--- config.mk ---
export PLATFORM = sky130hd
export DESIGN_NAME = logic_unit_flat
export DESIGN_NICKNAME = d
export VERILOG_FILES = /design/src/rtl/logic_unit_if.sv /design/src/rtl/logic_unit.sv /design/src/flat_wrapper.sv
export SDC_FILE = /design/constraint.sdc
export NUM_CORES = 1
export LEC_CHECK = 0
export ABC_AREA = 1
export BUFFER_PORTS_ARGS = -buffer_cell sky130_fd_sc_hd__buf_2
export CAP_MARGIN = 20
export CORE_UTILIZATION = 52
export DETAILED_ROUTE_END_ITERATION = 8
export GPL_ROUTABILITY_DRIVEN = 0
export PLACE_DENSITY_LB_ADDON = 0.2
export SLEW_MARGIN = 20
export SYNTH_ARGS = -nofsm -noshare
export SYNTH_HDL_FRONTEND = slang
export SYNTH_SLANG_ARGS = --single-unit
--- constraint.sdc ---
create_clock -name clk -period 0.99 [get_ports clk]
set_input_delay 0.198 -clock clk [delete_from_list [all_inputs] [get_ports clk]]
set_output_delay 0.198 -clock clk [all_outputs]
set_load 0.05 [all_outputs]
--- src/rtl/logic_unit_if.sv ---
// Operand/result bundle between the decoder/controller and the logic/shift unit.
// The controller is the master; the execution unit is the slave.
interface logic_unit_if #(
    parameter int W = 8
);
    logic [3:0]   ctr1;
    logic [W-1:0] data1;
    logic [W-1:0] data2;
    logic [W-1:0] out;
    logic         ctr;
    logic         zf;
    logic         pf;

    modport master (
        output ctr1, data1, data2,
        input  out, ctr, zf, pf
    );

    modport slave (
        input  ctr1, data1, data2,
        output out, ctr, zf, pf
    );
endinterface

--- src/rtl/logic_unit.sv ---
// Logic/shift execution unit: latches one of eight logic/shift results plus
// zero/parity flags, then holds ctr high for HOLD cycles while ignoring inputs.
module logic_unit #(
    parameter int W    = 8,
    parameter int HOLD = 3
) (
    input logic        clk,
    input logic        rst,
    logic_unit_if.slave bus
);
    localparam int SW = $clog2(W);
    localparam int CW = $clog2(HOLD + 1);

    typedef enum logic {IDLE, BUSY} state_t;

    state_t         state_q, state_d;
    logic [CW-1:0]  cnt_q, cnt_d;
    logic [W-1:0]   out_q, out_d;
    logic           ctr_q, ctr_d;
    logic           zf_q, zf_d;
    logic           pf_q, pf_d;

    logic [SW-1:0]  sh;
    logic [2*W-1:0] rot;
    logic [W-1:0]   res;

    // Rotate via a doubled operand so a zero amount needs no special case.
    always_comb begin
        sh  = bus.data2[SW-1:0];
        rot = {bus.data1, bus.data1} >> sh;
        case (bus.ctr1[2:0])
            3'd0:    res = bus.data1 & bus.data2;
            3'd1:    res = ~(bus.data1 & bus.data2);
            3'd2:    res = ~(bus.data1 | bus.data2);
            3'd3:    res = ~(bus.data1 ^ bus.data2);
            3'd4:    res = bus.data1 ^ bus.data2;
            3'd5:    res = bus.data1 | bus.data2;
            3'd6:    res = bus.data1 << sh;
            default: res = rot[W-1:0];
        endcase
    end

    always_comb begin
        state_d = state_q;
        cnt_d   = cnt_q;
        out_d   = out_q;
        ctr_d   = ctr_q;
        zf_d    = zf_q;
        pf_d    = pf_q;
        case (state_q)
            IDLE: begin
                // Opcodes with the top bit clear belong to other units.
                if (bus.ctr1[3]) begin
                    out_d   = res;
                    zf_d    = (res == '0);
                    pf_d    = ^res;
                    ctr_d   = 1'b1;
                    cnt_d   = CW'(HOLD - 1);
                    state_d = BUSY;
                end
            end
            BUSY: begin
                if (cnt_q != '0) begin
                    cnt_d = cnt_q - CW'(1);
                end else begin
                    ctr_d   = 1'b0;
                    state_d = IDLE;
                end
            end
        endcase
    end

    always_ff @(posedge clk or posedge rst) begin
        if (rst) begin
            state_q <= IDLE;
            cnt_q   <= '0;
            out_q   <= '0;
            ctr_q   <= 1'b0;
            zf_q    <= 1'b0;
            pf_q    <= 1'b0;
        end else begin
            state_q <= state_d;
            cnt_q   <= cnt_d;
            out_q   <= out_d;
            ctr_q   <= ctr_d;
            zf_q    <= zf_d;
            pf_q    <= pf_d;
        end
    end

    assign bus.out = out_q;
    assign bus.ctr = ctr_q;
    assign bus.zf  = zf_q;
    assign bus.pf  = pf_q;
endmodule

--- src/flat_wrapper.sv ---
// flat-port wrapper written by rule: the top's interface ports become plain ports
module logic_unit_flat 
#(
    parameter int W    = 8,
    parameter int HOLD = 3
)
  (clk, rst, bus_ctr1, bus_data1, bus_data2, bus_out, bus_ctr, bus_zf, bus_pf);
  logic_unit_if #(.W(W)) bus_i ();
  input logic clk;
  input logic rst;
  input wire logic [$bits(bus_i.ctr1)-1:0] bus_ctr1;
  input wire logic [$bits(bus_i.data1)-1:0] bus_data1;
  input wire logic [$bits(bus_i.data2)-1:0] bus_data2;
  output wire logic [$bits(bus_i.out)-1:0] bus_out;
  output wire logic [$bits(bus_i.ctr)-1:0] bus_ctr;
  output wire logic [$bits(bus_i.zf)-1:0] bus_zf;
  output wire logic [$bits(bus_i.pf)-1:0] bus_pf;
  assign bus_i.ctr1 = bus_ctr1;
  assign bus_i.data1 = bus_data1;
  assign bus_i.data2 = bus_data2;
  assign bus_out = bus_i.out;
  assign bus_ctr = bus_i.ctr;
  assign bus_zf = bus_i.zf;
  assign bus_pf = bus_i.pf;
  logic_unit #(.W(W), .HOLD(HOLD)) u_core (.clk(clk), .rst(rst), .bus(bus_i));
endmodule
==> flow_results.xml, run 1 <==
<?xml version="1.0" encoding="UTF-8"?>
<metrics>
  <group name="placement">
    <metric name="port_buffers" unit="">32</metric>
    <metric name="total_placed_cells_including_tap_cells" unit="">441</metric>
    <metric name="post_dp_area" unit="sq um">2660</metric>
    <metric name="dp.final_hpwl" unit="um">4740</metric>
  </group>
  <group name="floorplan">
    <metric name="y_dimension_of_the_die" unit="um">65.7</metric>
    <metric name="floorplan.io_pins" unit="">33</metric>
    <metric name="initial_standard_cell_utilization_of_the_core" unit="%">55.9</metric>
    <metric name="num_rows" unit="">22</metric>
    <metric name="die_width" unit="um">65.7</metric>
  </group>
  <group name="clock_tree">
    <metric name="clock_tree.buffer_depth" unit="">2</metric>
    <metric name="cts_num_sinks" unit="">14</metric>
    <metric name="cts_max_level" unit="">1</metric>
    <metric name="tritoncts_buffers" unit="">3</metric>
    <metric name="cts_root_buffer" unit="">sky130_fd_sc_hd__clkbuf_8</metric>
  </group>
  <group name="logic_synthesis">
    <metric name="yosys_register_bits" unit="">14</metric>
    <metric name="synth-seq-area-share" unit="%">16.6</metric>
    <metric name="postSynthNetCount" unit="">378</metric>
    <metric name="synthDistinctLibCells" unit="">31</metric>
    <metric name="syn-instance-count" unit="">334</metric>
    <metric name="syn-mean-instance-area" unit="sq um">6.31</metric>
    <metric name="mappedNetlistArea" unit="sq um">2110</metric>
    <metric name="yosysWarnings" unit="">0</metric>
  </group>
  <group name="sta">
    <metric name="timing.worst_endpoint.kind" unit="">register data pin</metric>
    <metric name="grt_repair_worst_endpoint" unit="">u_core.bus.pf$_DFFE_PP0P_/D</metric>
  </group>
  <group name="global_routing">
    <metric name="maximum_number_of_pins_on_one_net_before_global_route_repair" unit="">17</metric>
    <metric name="globalRouteOverflowTotal" unit="">22</metric>
    <metric name="globalRouteTotalUtil" unit="%">66.1</metric>
  </group>
  <group name="outcome">
    <metric name="status" unit="">did not finish</metric>
    <metric name="failed_stage" unit="">global routing</metric>
    <metric name="stop_error" unit="">[ERROR GRT-0232] Routing congestion too high. Check the congestion heatmap in the GUI.</metric>
  </group>
</metrics>
cell families after synthesis:
logic type               Yosys count  synth area share, %
AO/OA/AOI/OAI                     14                 3.86
flip-flops                        14                 16.6
adder cells (fa/ha/maj)           22                 13.1
buffers and inverters             65                 14.7
XOR/XNOR                           3                 1.25
AND/OR/NAND/NOR                  216                 50.6
per-stage QoR:
| stage | TNS (ps) | setup slack (ps) | hold WS [ps] | util (%) |
|---|---|---|---|---|
| 2_1_floorplan | -1900 | -803 | 87.2 | - |
| 3_3_place_gp | -5180 | -968 | 196 | 70.5 |
| 4_1_cts | -2570 | -592 | 263 | 88.2 |
| 3_5_place_dp | -5500 | -976 | 199 | 70.5 |
synth_stat cells, drive strengths merged:
cell type	number	area [sq um]
o22ai	3	18.8
dfrtp	14	350
nand2	113	449
nor2	23	141
nand3	70	413
clkbuf	1	3.75
a21oi	4	23.8
ha	22	275
xnor2	3	26.3
buf	9	81.3
clkinv	1	3.75
o21ai	7	38.8
or2	1	6.26
nand4	9	56.3
inv	54	220
routing by layer:
layer  GRT overflow  track usage (%)
met3              0             39.2
met1              0             65.9
met2             10             89.7
met4             12             71.2
met5              0                0
repair_timing:
action | 4_1_cts
hold buffers | 1
cloned | 2
setup buffers | 24
endpoints found under the setup margin | 24
pin swaps | 52
hold endpoints to repair | 14
gates resized for setup | 135
==> run 2, diff against run 1 <==
--- a/config.mk
+++ b/config.mk
@@ -8,10 +8,10 @@
 export ABC_AREA = 1
 export BUFFER_PORTS_ARGS = -buffer_cell sky130_fd_sc_hd__buf_2
 export CAP_MARGIN = 20
-export CORE_UTILIZATION = 52
+export CORE_UTILIZATION = 40
 export DETAILED_ROUTE_END_ITERATION = 8
 export GPL_ROUTABILITY_DRIVEN = 0
-export PLACE_DENSITY_LB_ADDON = 0.2
+export PLACE_DENSITY_LB_ADDON = 0.15
 export SLEW_MARGIN = 20
 export SYNTH_ARGS = -nofsm -noshare
 export SYNTH_HDL_FRONTEND = slang
==> constraint.sdc (replaced) <==
create_clock -name clk -period 1.3 [get_ports clk]
set_input_delay 0.26 -clock clk [delete_from_list [all_inputs] [get_ports clk]]
set_output_delay 0.26 -clock clk [all_outputs]
set_load 0.05 [all_outputs]
==> flow_results.xml, run 2 <==
<?xml version="1.0" encoding="UTF-8"?>
<metrics>
  <group name="logic_synthesis">
    <metric name="synthDistinctLibCells" unit="">31</metric>
    <metric name="netlist.top_cell.by_area" unit="">sky130_fd_sc_hd__nand2_1</metric>
    <metric name="synth-seq-area-share" unit="%">16.6</metric>
    <metric name="yosys_register_bits" unit="">14</metric>
    <metric name="post-synth-top-count-cell" unit="">sky130_fd_sc_hd__nand2_1</metric>
    <metric name="syn-instance-count" unit="">334</metric>
    <metric name="postSynthNetCount" unit="">378</metric>
    <metric name="syn-mean-instance-area" unit="sq um">6.31</metric>
    <metric name="async_reset_ff_share" unit="%">100</metric>
    <metric name="number_of_enable_type_register_cells_in_the_synthesized_netlist" unit="">0</metric>
    <metric name="post-synth-top-area-fraction" unit="%">19.4</metric>
    <metric name="ys_top_cells_by_area" unit="">sky130_fd_sc_hd__nand2_1 19%, sky130_fd_sc_hd__dfrtp_1 17%, sky130_fd_sc_hd__nand3_1 15%, sky130_fd_sc_hd__ha_1 13%, sky130_fd_sc_hd__inv_1 8.4%</metric>
    <metric name="yosys_most_used_dff" unit="">sky130_fd_sc_hd__dfrtp_1</metric>
    <metric name="yosysWarnings" unit="">0</metric>
    <metric name="mappedNetlistArea" unit="sq um">2110</metric>
    <metric name="synth_top_cells_by_count" unit="">109 x sky130_fd_sc_hd__nand2_1, 62 x sky130_fd_sc_hd__nand3_1, 47 x sky130_fd_sc_hd__inv_1, 22 x sky130_fd_sc_hd__ha_1, 16 x sky130_fd_sc_hd__nor2_1</metric>
  </group>
  <group name="cells_and_area">
    <metric name="final_cell_mix" unit="">94 x sky130_fd_sc_hd__nand2_1, 51 x sky130_fd_sc_hd__nand3_1, 38 x sky130_fd_sc_hd__buf_4, 33 x sky130_fd_sc_hd__inv_1, 21 x sky130_fd_sc_hd__buf_2</metric>
    <metric name="cell_area_after_layout" unit="sq um">3240</metric>
    <metric name="filler_cell_count" unit="">459</metric>
    <metric name="sequential_cell_area" unit="sq um">350</metric>
    <metric name="largest_register_ff_count" unit="">8</metric>
    <metric name="area_growth" unit="%">53.6</metric>
    <metric name="layout_commonest_cell" unit="">sky130_fd_sc_hd__nand2_1</metric>
    <metric name="n_antenna_cell" unit="">0</metric>
    <metric name="multi_input_area" unit="sq um">1760</metric>
    <metric name="nets" unit="">456</metric>
    <metric name="post_route_cells_drive_above_1_share" unit="%">43.3</metric>
  </group>
  <group name="route">
    <metric name="postRouteWirelength" unit="um">5980</metric>
    <metric name="route.vias.total" unit="">2392</metric>
    <metric name="drt-vias-per-instance" unit="">4.97</metric>
    <metric name="drc" unit="">0</metric>
    <metric name="detailed_router_iteration_count_before_antenna_repair" unit="">4</metric>
    <metric name="final_antenna_net_count" unit="">0</metric>
    <metric name="wire_per_inst" unit="um">12.4</metric>
    <metric name="detail_route.iter0.violations" unit="">143</metric>
  </group>
  <group name="clock_tree">
    <metric name="cts_num_sinks" unit="">14</metric>
    <metric name="tritoncts_buffers" unit="">3</metric>
    <metric name="clock_tree.buffer_depth" unit="">2</metric>
    <metric name="cts-hold-fix-buffers" unit="">0</metric>
    <metric name="clk_transition_reported_paths" unit="ps">60</metric>
    <metric name="cts_tree" unit="">yes</metric>
    <metric name="cts_root_buffer" unit="">sky130_fd_sc_hd__clkbuf_8</metric>
    <metric name="cts_max_level" unit="">1</metric>
    <metric name="clk-insertion-delay-late" unit="ps">240</metric>
  </group>
  <group name="placement">
    <metric name="place_ws" unit="ps">-767</metric>
    <metric name="post_dp_area" unit="sq um">2600</metric>
    <metric name="dp.final_hpwl" unit="um">4550</metric>
    <metric name="port_buffers" unit="">32</metric>
  </group>
  <group name="global_routing">
    <metric name="antenna_found_initial" unit="">0</metric>
    <metric name="first_global_vias" unit="">2038</metric>
    <metric name="global_route_wire_length_before_repair" unit="um">9030</metric>
    <metric name="maximum_number_of_pins_on_one_net_before_global_route_repair" unit="">17</metric>
    <metric name="globalRouteOverflowTotal" unit="">0</metric>
    <metric name="globalRouteTotalUtil" unit="%">20.7</metric>
  </group>
  <group name="floorplan">
    <metric name="die_width" unit="um">74.6</metric>
    <metric name="floorplan.io_pins" unit="">33</metric>
    <metric name="floorplan.core_area" unit="sq um">5110</metric>
    <metric name="initial_standard_cell_utilization_of_the_core" unit="%">41.3</metric>
    <metric name="y_dimension_of_the_die" unit="um">74.6</metric>
    <metric name="num_rows" unit="">26</metric>
    <metric name="die-area" unit="sq um">5570</metric>
  </group>
  <group name="sta">
    <metric name="timing.max_slew.rel_slack" unit="%">66.3</metric>
    <metric name="period_share" unit="%">125</metric>
    <metric name="worstMarginPinSlew" unit="ps">504</metric>
    <metric name="finalSetupViolations" unit="">4</metric>
    <metric name="final.setup.tns" unit="ps">-605</metric>
    <metric name="setup_repair_after_global_routing_missed_its_margin" unit="">yes</metric>
    <metric name="final_setup_slack_of_the_worst_path" unit="ps">-331</metric>
    <metric name="final_setup_skew" unit="ps">3.76</metric>
    <metric name="maximum_operating_frequency" unit="GHz">0.613</metric>
    <metric name="fin_hold_ws" unit="ps">39.1</metric>
    <metric name="report.final.hold_viol_count" unit="">0</metric>
    <metric name="min_period" unit="ps">1630</metric>
    <metric name="final_max_slew_viol_count" unit="">0</metric>
  </group>
  <group name="critical_path">
    <metric name="worst_setup_path_end_kind" unit="">register</metric>
    <metric name="path_class" unit="">in2reg</metric>
    <metric name="worst_ep_required_time" unit="ps">1430</metric>
    <metric name="worst_ep_arrival_time" unit="ps">1760</metric>
    <metric name="critical_path.max_fanout" unit="">4</metric>
    <metric name="cp-start-kind" unit="">input pin</metric>
  </group>
  <group name="power">
    <metric name="design_power_total" unit="mW">3.29</metric>
    <metric name="pwr_density_cell" unit="nW/um^2">1020</metric>
    <metric name="vdd_drop_max" unit="mV">0.758</metric>
    <metric name="leakage" unit="nW">1.70</metric>
  </group>
  <group name="outcome">
    <metric name="status" unit="">finished, violations left</metric>
    <metric name="violations_in_the_final_reports" unit="">negative setup slack</metric>
  </group>
  <group name="hold_path">
    <metric name="min_path_type" unit="">in2async</metric>
  </group>
  <group name="job">
    <metric name="maxCapViolCount" unit="">0</metric>
  </group>
</metrics>
## run 2: final cells by class
type / instances / share of cell area [%]
timing repair buffer: 82 / 22.4
multi-input combinational: 255 / 54.3
clock buffer: 4 / 1.70
tap: 70 / 2.70
timing repair inverter: 1 / 0.270
inverter: 55 / 7.77
sequential: 14 / 10.8
## run 2: routing by layer
layer | vias up | wire length (um) | track usage [%]
li1 | 1221 | - | -
met3 | 4 | 297 | 2.85
met5 | - | 0 | 0
met1 | 1091 | 2760 | 30.0
met4 | 0 | 49 | 2.31
met2 | 76 | 2880 | 33.4
## run 2: per-stage QoR
| stage | utilization, % | cells |
|---|---|---|
| after global routing | 63.4 | 481 |
| after detailed placement | 50.8 | 464 |
| after floorplan | - | 334 |
| final | 63.4 | 481 |
| after CTS | 55.1 | 478 |
| after global placement | 50.8 | 464 |
## run 2: worst max-delay path, cell delays in order
cell,delay (ps)
sky130_fd_sc_hd__buf_8,100
sky130_fd_sc_hd__buf_6,120
sky130_fd_sc_hd__buf_12,120
sky130_fd_sc_hd__nand2_8,70
sky130_fd_sc_hd__nor2_4,50
sky130_fd_sc_hd__nand2_1,50
sky130_fd_sc_hd__nand3_1,70
sky130_fd_sc_hd__nor2_2,130
sky130_fd_sc_hd__nand3_2,110
sky130_fd_sc_hd__inv_2,90
sky130_fd_sc_hd__ha_4,200
sky130_fd_sc_hd__xnor2_2,160
sky130_fd_sc_hd__xnor2_1,130
sky130_fd_sc_hd__o21ai_1,80
## run 2: timing repair
item,4_1_cts,5_1_grt
endpoints found under the setup margin,2,9
buffers inserted,10,7
gates resized for setup,21,98
pin swaps,14,49
gates cloned,0,1
## run 2: where the power goes
group	switching [mW]	internal (mW)
registers	0.0906	0.638
clock network	0.145	0.268
logic	1.37	0.786
## run 2: cell families (layout without fill, tap and decap cells)
| kind of cell | Yosys count | in the layout | share of synthesized area, % |
|---|---|---|---|
| and+or+nand+nor | 216 | 216 | 50.6 |
| buffers and inverters | 65 | 142 | 14.7 |
| adders and majority gates | 22 | 22 | 13.1 |
| DFF | 14 | 14 | 16.6 |
| AOI/OAI and AO/OA | 14 | 14 | 3.86 |
| xor gates and xnor gates | 3 | 3 | 1.25 |
## run 2: path summary, 6_finish.rpt
kind	start	end	slack, ps	cells after the start
worst max-delay path	bus_ctr1[1]	u_core.bus.pf	-330	14
worst min-delay path	rst	u_core.bus.out[5]	40	2
worst max register to register	u_core.cnt_q[0]	u_core.cnt_q[1]	140	7
worst min register to register	u_core.state_q	u_core.bus.ctr	440	1
min in group clk	bus_ctr1[3]	u_core.state_q	320	3
max in group asynchronous	rst	u_core.cnt_q[1]	920	2
Note: power is estimated with default switching activity, not from simulation.
